$ cat src/rtl/one_to_sixteen_deserializer.sv
// Serial-to-parallel receiver: one bit per valid cycle, LSB first, into a WIDTH-bit word.
// A completed word is registered together with a one-cycle word_valid strobe.
module one_to_sixteen_deserializer #(
  parameter int unsigned WIDTH = 16,
  parameter int unsigned SEL_W = 4
) (
  input  logic             clk,
  input  logic             rst_n,
  input  logic             din,
  input  logic             din_valid,
  input  logic             sof,
  output logic [WIDTH-1:0] word,
  output logic             word_valid,
  output logic [SEL_W-1:0] slot,
  output logic             busy,
  output logic             frame_err
);

  localparam logic [SEL_W-1:0] LAST_SLOT = SEL_W'(WIDTH - 1);

  logic [SEL_W-1:0] slot_q,   slot_d;
  logic [WIDTH-1:0] shadow_q, shadow_d;
  logic [WIDTH-1:0] word_q,   word_d;
  logic             word_valid_q, word_valid_d;
  logic             frame_err_q,  frame_err_d;

  always_comb begin
    slot_d       = slot_q;
    shadow_d     = shadow_q;
    word_d       = word_q;
    word_valid_d = 1'b0;
    frame_err_d  = 1'b0;
    if (din_valid) begin
      if (sof) begin
        // sof discards any partial frame and takes this bit as slot 0
        shadow_d    = '0;
        shadow_d[0] = din;
        slot_d      = SEL_W'(1);
        frame_err_d = (slot_q != '0);
      end else begin
        shadow_d[slot_q] = din;
        if (slot_q == LAST_SLOT) begin
          word_d       = {din, shadow_q[WIDTH-2:0]};
          word_valid_d = 1'b1;
          slot_d       = '0;
        end else begin
          slot_d = slot_q + SEL_W'(1);
        end
      end
    end
  end

  always_ff @(posedge clk or negedge rst_n) begin
    if (!rst_n) begin
      slot_q       <= '0;
      shadow_q     <= '0;
      word_q       <= '0;
      word_valid_q <= 1'b0;
      frame_err_q  <= 1'b0;
    end else begin
      slot_q       <= slot_d;
      shadow_q     <= shadow_d;
      word_q       <= word_d;
      word_valid_q <= word_valid_d;
      frame_err_q  <= frame_err_d;
    end
  end

  assign word       = word_q;
  assign word_valid = word_valid_q;
  assign slot       = slot_q;
  assign busy       = (slot_q != '0);
  assign frame_err  = frame_err_q;

endmodule
$ cat config.mk
export PLATFORM = sky130hd
export DESIGN_NAME = one_to_sixteen_deserializer
export DESIGN_NICKNAME = d
export VERILOG_FILES = /design/src/rtl/one_to_sixteen_deserializer.sv
export SDC_FILE = /design/constraint.sdc
export NUM_CORES = 1
export LEC_CHECK = 0
export BUFFER_PORTS_ARGS = -buffer_cell sky130_fd_sc_hd__buf_2
export CORE_MARGIN = 1
export CORE_UTILIZATION = 45
export DETAILED_ROUTE_END_ITERATION = 7
export GPL_TIMING_DRIVEN = 0
export PLACE_DENSITY = 0.68
export SETUP_SLACK_MARGIN = 0.2
export SLEW_MARGIN = 20
export SYNTH_ARGS = -nofsm -noshare
export SYNTH_HDL_FRONTEND = slang
export SYNTH_SLANG_ARGS = --single-unit
$ cat constraint.sdc
create_clock -name clk -period 1.5 [get_ports clk]
set_input_delay 0.225 -clock clk [delete_from_list [all_inputs] [get_ports clk]]
set_output_delay 0.225 -clock clk [all_outputs]
set_load 0.03 [all_outputs]
* Word-level counts from Yosys, hierarchy flattened *
Cells that the tools add are included.

storage, ports and cells
  register bits = 38
  input port bits = 5
  output and inout port bits = 23
  word-level logic and storage cells = 24

operators by class
  $add $sub $neg = 1
  magnitude comparators = 2
  equality and inequality tests = 1
  muxes and demuxes = 11
  bitwise operators = 1
  reductions and logical operators = 3

operator list
  kind                                                                number
  bitwise mux 16 bit                                                  1
  2-to-1 mux 16 bit                                                   1
  2-to-1 mux 4 bit                                                    2
  2-to-1 mux 1 bit                                                    6
  < comparator 4 x 5 -> 1 bit (second input constant)                 1
  adder 4 x 1 -> 4 bit (second input constant)                        1
  demux 1 bit (select 4 bit)                                          1
  == test 4 bit (second input constant)                               1
  greater-or-equal comparator 4 x 1 -> 1 bit (second input constant)  1
  nonzero test 4 bit                                                  1
  AND reduction 3 bit                                                 1
  logical AND 1 bit                                                   1
  inverter 1 bit                                                      1

* Logic depth before layout (Yosys ltp) *
  word-level depth = 6
  depth in mapped cells = 5
  depth with buffers taken out = 5

* Least setup slack after synthesis *
OpenSTA, ideal clock, no wires.

  path kind = reg-to-reg
  from = reg slot_q[0], in the netlist slot[0]
  to = reg word_q[0], in the netlist word[0]
  setup time = 0.128 ns
  data arrival time = 1.591 ns
  data required time = 1.372 ns
  setup slack = -0.218 ns
  stages on the path, launching flop included = 5
  path buffers = 1
  period minus slack after synthesis = 1.718 ns
  path through = dfrtp_1 ha_1 nand4_4 buf_4 mux2_1

between the ends
  word-level cells in the longest chain between the ends = 2

ends and longest elaborated chain
  item                                  RTL line  source
  start: declaration                    21        logic [SEL_W-1:0] slot_q, slot_d;
  start signal: assignment              61        slot_q <= slot_d;
  == test 4 bit                         42        if (slot_q == LAST_SLOT) begin
  AND reduction 3 bit (no source line)  n/a
  end signal: assignment                63        word_q <= word_d;
  end: declaration                      23        logic [WIDTH-1:0] word_q, word_d;

Every way passes these cells.
A chain may end at the register's enable or synchronous reset.

* Worst setup path in the final report *
  from = reg slot_q[0], in the netlist slot[0]
  to = out busy

between the ends
  word-level cells in the longest chain between the ends = 1

ends and longest elaborated chain
  item                RTL line  source
  nonzero test 4 bit  72        assign busy = (slot_q != '0);
  end: declaration    15        output logic busy,

Every way passes these cells.

==> results.toml <==
[status]
status = "finished, violations left"
violations = "negative setup slack"

[final_layout]
antenna_cells = 0
syn_to_final_growth_pct = 33.62
nets = 203
utilization = 0.6309
final_area_um2 = 2327
finalNonFillerCells = 242
drive_above_1_share = 0.4588
nFillCells = 304

[power_and_ir_drop]
total_power_mw = 3.022
ir_drop_mv = 0.5499
leakagePower_nw = 1.191
p_per_area_nw_per_um2 = 1299

[place]
placed_area_um2 = 2044
dp_cells = 223
place_congestion = 0.8014
post-dp-hpwl_mm = 2.232
preCtsSetupSlack_ns = -0.05129
portBuffers = 27

[global_route]
grtUsageTotal = 0.2002
grt_overflow = 0
grt_max_degree = 38
grt_use_met2 = 0.3138
grt_pass1_wl_mm = 6.216
grt_use_met3 = 0.04464
gr-max-usage-layer = "met2"
antenna_found_initial = 0
gr-usage-met1 = 0.2615
grt_pass1_vias = 1305

[yosys]
synth_mux_area_frac = 0.1968
synth.largest_area_cell = "dfrtp_1"
postSynthAreaPerCell_um2 = 11.77
synthTopCellsByArea = "dfrtp_1 (53%), mux2i_1 (8.0%), mux2_1 (5.8%), mux2_2 (5.8%), o22ai_1 (5.4%)"
synth_edf_count = 0
yosys.area_share.simple = 0.1078
synthArstFlopShare = 1.000
ys_warn_count = 0
ys_ff_latch = 37
synth_top_family_by_area = "multiplexers"
synth_cell_types = 24
synth_top_area_share = 0.5316
seq_area_frac_synth = 0.5316
synth_fp_nets = 157
synth-compound-area-share = 0.06681
netlist_area_um2 = 1742
synth_flop_cell = "dfrtp_1"
syn_inst = 148
synthXorXnorAreaFrac = 0
synth_fa_ha_area_frac = 0.02874

[sta]
fmax_ghz = 0.6495
maxSlewHeadroom = 0.4770
hold_violations = 0
clock_skew_ns = 0.004243
fin_ws_ns = -0.03953
rsz0062_at_grt = "true"
fin_tns_setup_ns = -0.03953
tightest_slew_ns = 0.7845
setup_viol = 1
timing.hold.ws_ns = 0.01629
slew_violations = 0
fin_crit_sh = 1.026
finalCriticalPeriod_ns = 1.540

[worst_setup_path]
arrival_ns = 1.31
crit_required_ns = 1.27
crit_type = "register to output port"
critPathLaunchType = "register"
cp_max_fo = 2
worst_setup_path_end_kind = "output port"

[cts]
hold_buffers = 0
clkLatencyLatePin_ns = 0.29
numCtsBuffers = 5
cts_tree = "done"
clockRootBuffer = "clkbuf_8"
h-tree-depth = 2
clockBufferDepth = 2
cts_sinks = 37
clk_pin_slew_ns = 0.07

[routing]
drt_iter0_markers = 72
ant_nets = 0
vias = 1264
routedWlPerCell_um = 14.53
vias_per_cell = 5.223
wl_mm = 3.516
first_pass_iters = 4
drc = 0

[floorplan]
start_util = 0.4722
die_x_um = 64.21
die_h_um = 64.21
core-area_um2 = 3689
fp-row-count = 22
die_area_um2 = 4123
io_pins = 28

[job]
maxCapViolCount = 0

[min_path]
hold_path_class = "input pin to asynchronous set/reset pin"
cell type report:
type	instances	area, um2	share of cell area
Clock buffer	6	82.58	0.03548
Buffer	10	82.58	0.03548
Tap cell	48	60.06	0.02581
Inverter	20	75.07	0.03226
Timing Repair Buffer	39	260.3	0.1118
Clock inverter	1	7.507	0.003226
Sequential cell	37	930.9	0.4000
Multi-Input combinational cell	81	828.3	0.3559
logic make-up (layout without fill, tap and decap cells):
group                    count (synthesis)  after routing
AO/OA/AOI/OAI                           19             19
adder cells (fa/ha/maj)                  4              4
buffers and inverters                   30             76
flip-flops                              37             37
multiplexers                            32             32
AND/OR/NAND/NOR                         26             26
cell usage after synthesis, types with 4 or more instances:
master    instances
nand3b_1         10
o22ai_1          15
mux2_2            9
inv_1            20
clkbuf_1          5
mux2_1            9
dfrtp_1          37
ha_1              4
nand3_1           4
nor3b_1           4
mux2i_1          14
metal layers:
metal / wire length [um] / vias to the layer above
li1: - / 603
met1: 1659 / 622
met2: 1654 / 35
met3: 164 / 4
met4: 38 / 0
met5: 0 / -
placed cells by master, fill, tap and decap left out, types with 2 or more instances in the layout:
cell and count:
buf_2 26, buf_4 8, buf_6 7, buf_8 2
clkbuf_1 5, clkbuf_8 6, dfrtp_1 33, dfrtp_2 4
ha_4 4, inv_1 17, inv_2 3, mux2_2 8
mux2_4 9, mux2i_1 14, nand2_1 2, nand3_1 2
nand3_2 2, nand3b_1 10, nor3b_2 3, o22ai_1 14
final timing paths:
check                                             start                      end  slack, ns  cells after the start
worst max-delay path                slot[0]$_DFFE_PN0P_                     busy      -0.04                      5
worst min-delay path                              rst_n      word[2]$_DFFE_PN0P_       0.02                      1
worst max register to register      slot[0]$_DFFE_PN0P_     word[13]$_DFFE_PN0P_       0.03                      5
worst min register to register  shadow_q[0]$_DFFE_PN0P_      word[0]$_DFFE_PN0P_       0.50                      1
max in group asynchronous                         rst_n      slot[1]$_DFFE_PN0P_       0.94                      1
min in group clk                                    din  shadow_q[0]$_DFFE_PN0P_       0.20                      2
flip-flops by register name, indices dropped and copies added, names as in the netlist:
signal / cells
word: 16
shadow_q: 15
slot: 4
frame_err: 1
word_valid: 1
power by group:
part	switching [mW]	internal, mW	leakage [nW]
clock	0.336	0.363	0.0433
sequential	0.125	1.18	0.492
combinational	0.565	0.451	0.656
worst max-delay path: stages, from the launching register on:
cell,delay [ns]
dfrtp_2,0.42
inv_2,0.09
ha_4,0.14
nor3b_4,0.20
inv_2,0.06
buf_6,0.14
repair_timing:
item | CTS | global route
cloned | 1 | 0
gates resized for setup | 10 | 10
endpoints found under the setup margin | 17 | 33
pin swaps | 6 | 6
buffers inserted | 9 | 2
No activity file was read; power rests on OpenSTA's default activity.
